<file path="src/rtl/clk_gen_multi.sv">
// clk_gen_multi -- NUM_CH independent toggle clock dividers driven from clk_i.
//
// Each channel runs a small IDLE/RUN/STOPPING state machine with an up-counter
// and a shadow copy of its divisor. Half period is (shadow+1) clk_i cycles.
// The shadow reloads only on IDLE->RUN and on the high->low toggle, so divisor
// writes never produce runt phases. Dropping the enable while the output is
// high lets the high phase finish at full length before the channel parks low.
//
// Optional feature (macro CLK_GEN_SYNC_EN): adds sync_i, a one-cycle pulse
// that restarts every enabled channel from phase zero in the same cycle and
// idles every disabled channel immediately.
module clk_gen_multi #(
   parameter int NUM_CH = 4,
   parameter int CNT_W  = 16
) (
   input  logic                    clk_i,
   input  logic                    reset,
   input  logic [NUM_CH-1:0]       en_i,
   input  logic [NUM_CH*CNT_W-1:0] div_i,
`ifdef CLK_GEN_SYNC_EN
   input  logic                    sync_i,
`endif
   output logic [NUM_CH-1:0]       clk_o,
   output logic [NUM_CH-1:0]       tick_o,
   output logic [NUM_CH-1:0]       active_o
);

   typedef enum logic [1:0] {
      ST_IDLE     = 2'd0,
      ST_RUN      = 2'd1,
      ST_STOPPING = 2'd2
   } state_e;

   for (genvar n = 0; n < NUM_CH; n++) begin : g_ch

      state_e           state_q, state_d;
      logic [CNT_W-1:0] cnt_q, cnt_d;
      logic [CNT_W-1:0] shadow_q, shadow_d;
      logic             clk_q, clk_d;
      logic             tick_q, tick_d;

      logic [CNT_W-1:0] div_n;
      logic             en_n;
      logic             at_limit;

      assign div_n    = div_i[n*CNT_W +: CNT_W];
      assign en_n     = en_i[n];
      // The counter never passes shadow, so equality marks the end of a phase.
      assign at_limit = (cnt_q == shadow_q);

      // Next-state, counter, divisor shadow and output level for this channel.
      always_comb begin
         // NOTE: every signal written here gets a default first; a path that
         // skipped one would leave it holding its value and infer a latch.
         state_d  = state_q;
         cnt_d    = cnt_q;
         shadow_d = shadow_q;
         clk_d    = clk_q;

         case (state_q)
            ST_IDLE: begin
               cnt_d = '0;
               clk_d = 1'b0;
               if (en_n) begin
                  shadow_d = div_n;
                  state_d  = ST_RUN;
               end
            end

            ST_RUN, ST_STOPPING: begin
               // Free-running half-period counter.
               if (at_limit) begin
                  clk_d = ~clk_q;
                  cnt_d = '0;
               end else begin
                  cnt_d = cnt_q + CNT_W'(1);
               end

               // The high->low toggle is the period boundary: pick up a new divisor.
               if (at_limit && clk_q) begin
                  shadow_d = div_n;
               end

               if (!en_n && !clk_q) begin
                  // Output already low: park at once, suppressing any pending rise.
                  state_d = ST_IDLE;
                  cnt_d   = '0;
                  clk_d   = 1'b0;
               end else if (!en_n) begin
                  // Output high: finish the high phase, then park on the fall.
                  state_d = at_limit ? ST_IDLE : ST_STOPPING;
               end else begin
                  // Enabled (or re-enabled while stopping): keep phase untouched.
                  state_d = ST_RUN;
               end
            end

            default: begin
               state_d = ST_IDLE;
               cnt_d   = '0;
               clk_d   = 1'b0;
            end
         endcase

`ifdef CLK_GEN_SYNC_EN
         // Sync overrides toggle, reload and stop logic in the same cycle.
         if (sync_i) begin
            cnt_d = '0;
            clk_d = 1'b0;
            if (en_n) begin
               shadow_d = div_n;
               state_d  = ST_RUN;
            end else begin
               state_d  = ST_IDLE;
            end
         end
`endif

         // Strobe exactly on the cycle the registered output first reads high.
         tick_d = clk_d & ~clk_q;
      end

      // Channel state register; everything clears asynchronously on reset.
      always_ff @(posedge clk_i or posedge reset) begin
         // NOTE: non-blocking assignments here so every register samples the
         // pre-edge values computed above, independent of statement order.
         if (reset) begin
            state_q  <= ST_IDLE;
            cnt_q    <= '0;
            shadow_q <= '0;
            clk_q    <= 1'b0;
            tick_q   <= 1'b0;
         end else begin
            state_q  <= state_d;
            cnt_q    <= cnt_d;
            shadow_q <= shadow_d;
            clk_q    <= clk_d;
            tick_q   <= tick_d;
         end
      end

      assign clk_o[n]    = clk_q;
      assign tick_o[n]   = tick_q;
      assign active_o[n] = (state_q != ST_IDLE);

   end : g_ch

endmodule : clk_gen_multi

</file>
<file path="config.mk">
export PLATFORM = sky130hd
export DESIGN_NAME = clk_gen_multi
export DESIGN_NICKNAME = d
export VERILOG_FILES = /design/src/rtl/clk_gen_multi.sv
export SDC_FILE = /design/constraint.sdc
export NUM_CORES = 1
export LEC_CHECK = 0
export BUFFER_PORTS_ARGS = -buffer_cell sky130_fd_sc_hd__buf_4
export CAP_MARGIN = 5
export CELL_PAD_IN_SITES_DETAIL_PLACEMENT = 1
export CELL_PAD_IN_SITES_GLOBAL_PLACEMENT = 2
export CORE_MARGIN = 5
export CORE_UTILIZATION = 39
export DETAILED_ROUTE_END_ITERATION = 8
export MAX_ROUTING_LAYER = met4
export PLACE_DENSITY = 0.83
export SETUP_SLACK_MARGIN = 0.1
export SYNTH_ARGS = -nofsm -noshare
export SYNTH_HDL_FRONTEND = slang
export SYNTH_SLANG_ARGS = --single-unit
</file>
<file path="constraint.sdc">
create_clock -name clk_i -period 6.2 [get_ports clk_i]
set_clock_uncertainty 0.15 [all_clocks]
set_input_delay 0.62 -clock clk_i [delete_from_list [all_inputs] [get_ports clk_i]]
set_output_delay 0.62 -clock clk_i [all_outputs]
set_load 0.02 [all_outputs]
</file>
Word level (Yosys, flattened, before mapping):

Index checks and enable logic that the tools add are counted.

* add/subtract/negate cells: 4
* multipliers: 0
* div/mod/pow operators: 0
* $lt $le $gt $ge: 0
* eq/ne operators: 20
* shift-type cells: 0
* muxes and demuxes: 56
* bitwise logic cells: 8
* reductions and logical operators: 36

Operators with widths (count)
* $mux W16: 20
* $pmux W16 S2: 4
* $add A16 B1 Y16 const B: 4
* $eq A16 B16 Y1: 4
* $mux W2: 16
* $ne A2 B2 Y1 const B: 8
* $pmux W2 S2: 4
* $reduce_bool A2 Y1: 8
* $mux W1: 12
* $reduce_and A3 Y1: 4
* $eq A2 B1 Y1 const B: 4
* $eq A2 B2 Y1 const B: 4
* $logic_and A1 B1 Y1: 8
* $logic_not A1 Y1: 8
* $logic_not A2 Y1: 4
* $reduce_or A2 Y1: 4
* $and A1 B1 Y1: 4
* $not A1 Y1: 4

* flip-flop bits (word level): 144
* bits in latches: 0
* memory bits (writable): 0
* bits in read-only memories: 0
* bits of input ports: 70
* output and inout port bits: 12
* memories: 0

Longest topological paths before layout:

* depth in word-level cells: 5
* gate-level depth with buffers: 10
* depth with buffers taken out: 7

Worst setup path before layout:

Ideal clock, no wire load.

* path kind: register -> register
* from: reg g_ch[0].cnt_q[7]
* to: reg g_ch[0].shadow_q[10]
* arrival: 2.705 ns
* data required time: 5.925 ns
* path slack: 3.221 ns
* cell stages (with the launch flop): 10
* buffers on the path: 2
* cell sequence: dfrtp_1 xnor2_1 nand4_1 nor4_2 buf_2 ha_1 nor2b_1 nor3_2 buf_2 mux2_2

* word-level cells in the longest chain between the ends: 4

Ends and longest elaborated chain
* start, declared: RTL line 37 `logic [CNT_W-1:0] cnt_q, cnt_d;`
* start signal, assigned: RTL line 135 `cnt_q <= cnt_d;`
* $eq A16 B16 Y1: RTL line 49 `assign at_limit = (cnt_q == shadow_q);`
* $logic_and A1 B1 Y1: RTL line 80 `if (at_limit && clk_q) begin`
* $ne A2 B2 Y1 (no line)
* $reduce_and A3 Y1 (no line)
* end signal, assigned: RTL line 136 `shadow_q <= shadow_d;`
* end, declared: RTL line 38 `logic [CNT_W-1:0] shadow_q, shadow_d;`

Every way passes these cells.
A chain may end at the register's enable or synchronous reset.

Worst setup path after layout:

* from: reg g_ch[2].cnt_q[9]
* to: reg g_ch[2].shadow_q[0]

* word-level cells in the longest chain between the ends: 4

Ends and longest elaborated chain (RTL line)
* start, declared: 37
* start signal, assigned: 135
* $eq A16 B16 Y1: 49
* $logic_and A1 B1 Y1: 80
* $ne A2 B2 Y1 (no line)
* $reduce_and A3 Y1 (no line)
* end signal, assigned: 136
* end, declared: 38

Every way passes these cells.

==> impl_metrics.yaml <==
cells_and_area:
  final_area_um2: 8630
  n_fill_cell: 1959
  drive_gt1_share_pct: 27.4
  fin_nets: 799
  syn_to_final_growth_pct: 19.6
  diodes: 0
grt:
  antenna_found_initial: 0
  grt_util_met3_pct: 3.72
  top_usage_layer: "met2"
  grt_pass1_vias: 5658
  use_met1_pct: 20.3
  use_met2_pct: 28.4
  grt_overflow: 0
  grt_use_total_pct: 16.9
  grt_pass1_wl_um: 28600
  grt_max_degree: 74
placement:
  gp_congestion: 0.822
  portBuffers: 81
  hpwl_um: 12100
  post_dp_cell_area_um2: 8000
floorplanning:
  initial_core_util_pct: 39.9
  core_um2: 18100
  dieArea_um2: 21300
  die_x_um: 146
  ios: 82
  die_h_um: 146
  num_rows: 49
sta:
  finalSetupTns_ns: 0
  setup_violations: 0
  final_hold_viol_count: 0
  min_period_over_period_pct: 56.8
  clock.fmax_mhz: 284
  drv_slew: 0
  slew_headroom_pct: 18.4
  worst_pin_slew_ns: 1.22
  rsz0062_at_grt: "no"
  fin_crit_ns: 3.52
detailed_routing:
  dr.pass1.iters: 4
  post-route-drc-count: 0
  routed-via-count: 5091
  finalWirelength_um: 16900
  drtAntennaViolNets: 0
  wl_per_cell_um: 17.7
  drt_iter0_markers: 198
  vias_per_cell: 5.33
clock_tree:
  cts_htree_levels: 4
  root_buffer: "clkbuf_16"
  cts_hold_buffers: 0
  cts_sinks: 144
  clk_pin_slew_ns: 0.06
  cts_tree: "done"
  cts_resized: 0
  clock_latency_ns: 0.44
  cts.path.max_buffers: 2
  post-cts-setup-buffers: 0
  cts_made_buffers: 17
critical_path:
  required_ns: 6.36
  cp-end-kind: "flop"
  crit_type: "flop to flop"
  start_kind: "flop"
  critPathMaxFanout: 18
  critPathArrivalTime_ns: 3.68
outcome:
  status: "completed"
synthesis:
  ys_seq_elements: 144
  synth_fp_nets: 721
  netlist_area_um2: 7210
  yosys-top-cells-area: "dfrtp_1 50%, xnor2_1 10%, mux2_2 10%"
  synthFlopType: "dfrtp_1"
  synth-edff-count: 0
  syn_inst: 635
  synth_top_cell_area_share_pct: 49.9
  syn_area_per_cell_um2: 11.4
  ys_seq_area_share_pct: 49.9
  yosys-top-cells-count: "144 x dfrtp_1, 83 x xnor2_1, 64 x mux2_2"
  synth_cell_types: 40
  yosysMostFrequentCell: "dfrtp_1"
  yosysWarningCount: 0
  yosys.area.top_type: "dfrtp_1"
  async_reset_ff_share_pct: 100
job:
  drv_cap: 0
power:
  power_density_nw_per_um2: 422
  p_leak_nw: 3.50
  peakVddDrop_mv: 0.196
min_path:
  min_path_type: "input pin to asynchronous set/reset pin"
==> critical path, stage by stage, from the launching register on <==
cell and delay, ns:
dfrtp_1 0.44, xnor2_1 0.23, nand4_1 0.21, nor4_4 0.90
ha_1 0.28, mux2i_1 0.07, nor2_1 0.47, buf_4 0.30
mux2_2 0.35
==> registers in the layout, summed over array words and instances, names as in the netlist <==
name           cells
g_ch.clk_q         4
g_ch.shadow_q     64
g_ch.cnt_q        64
g_ch.state_q       8
g_ch.tick_q        4
==> layout make-up <==
cell class	count	area, µm²	area share (%)
Timing Repair Buffer	90	683	7.92
Clock inverter	12	158	1.83
Tap cell	229	287	3.32
Inverter	23	91.3	1.06
Multi-Input combinational cell	437	3360	38.9
Sequential cell	144	3600	41.8
Clock buffer	20	447	5.18
==> report_power, final <==
group	total [mW]	switching (mW)	internal [mW]
Clock	1.06	0.418	0.645
Combinational	1.16	0.512	0.645
Sequential	1.42	0.218	1.21
==> layout by cell type, fill, tap and decap left out, types with 2 or more instances in the layout <==
cell type	Yosys	layout
a211oi_1	11	11
a21oi_1	2	2
and3_1	3	3
and4_1	8	8
buf_4	8	88
buf_6	0	2
bufinv_16	0	3
clkbuf_1	7	2
clkbuf_16	0	17
clkinv_2	0	2
clkinv_4	0	2
clkinvlp_4	0	3
dfrtp_1	144	144
ha_1	16	16
inv_1	23	22
inv_6	0	3
mux2_2	64	64
nand2_1	23	23
nand2b_1	3	3
nand3_1	26	26
nand4_1	28	28
nand4_2	2	2
nor2_1	15	15
nor2b_1	3	3
nor3_1	62	62
nor3_2	3	3
nor3b_1	4	4
nor4_1	4	4
nor4_4	3	3
o21ai_0	14	14
o21ai_1	4	4
o31ai_1	5	5
or2_1	3	3
or3_1	7	7
or4_1	8	8
xnor2_1	83	83
xor2_1	25	25
==> cell families after synthesis <==
logic type	synth area share, %
adder cells (fa/ha/maj)	2.77
XOR/XNOR	13.1
AND/OR/NAND/NOR	17.3
buffers and inverters	3.50
flip-flops	49.9
AO/OA/AOI/OAI	3.23
multiplexers	10.1
==> through the flow <==
stage	cells	total power [mW]	worst slack (ns)	utilization [%]	hold WS, ns
final	955	3.64	2.68	47.7	0.128
after CTS	953	3.67	2.30	47.6	0.160
after floorplan	635	2.27	1.56	-	0.311
after detailed placement	921	2.59	2.32	44.2	0.345
after global placement	921	2.52	2.41	44.2	0.332
after global routing	955	3.86	2.36	47.7	0.168
==> final timing paths <==
check | end | slack, ns | cells after the start | startpoint
setup reg to reg | g_ch[2].shadow_q[0] | 2.68 | 8 | g_ch[2].cnt_q[9]
hold reg to reg | g_ch[0].tick_q | 0.35 | 1 | g_ch[0].clk_q
max in group asynchronous | g_ch[3].cnt_q[15] | 4.39 | 3 | reset
hold / removal | g_ch[2].shadow_q[11] | 0.13 | 2 | reset
min in group clk_i | g_ch[2].state_q[0] | 0.25 | 2 | en_i[2]
setup / recovery | g_ch[2].shadow_q[0] | 2.68 | 8 | g_ch[2].cnt_q[9]
==> layer usage <==
metal | up-vias | routed length, µm
li1 | 2407 | -
met1 | 2586 | 7360
met2 | 77 | 8760
met3 | 21 | 523
met4 | 0 | 255
met5 | - | 0
No activity file was read; power rests on OpenSTA's default activity.
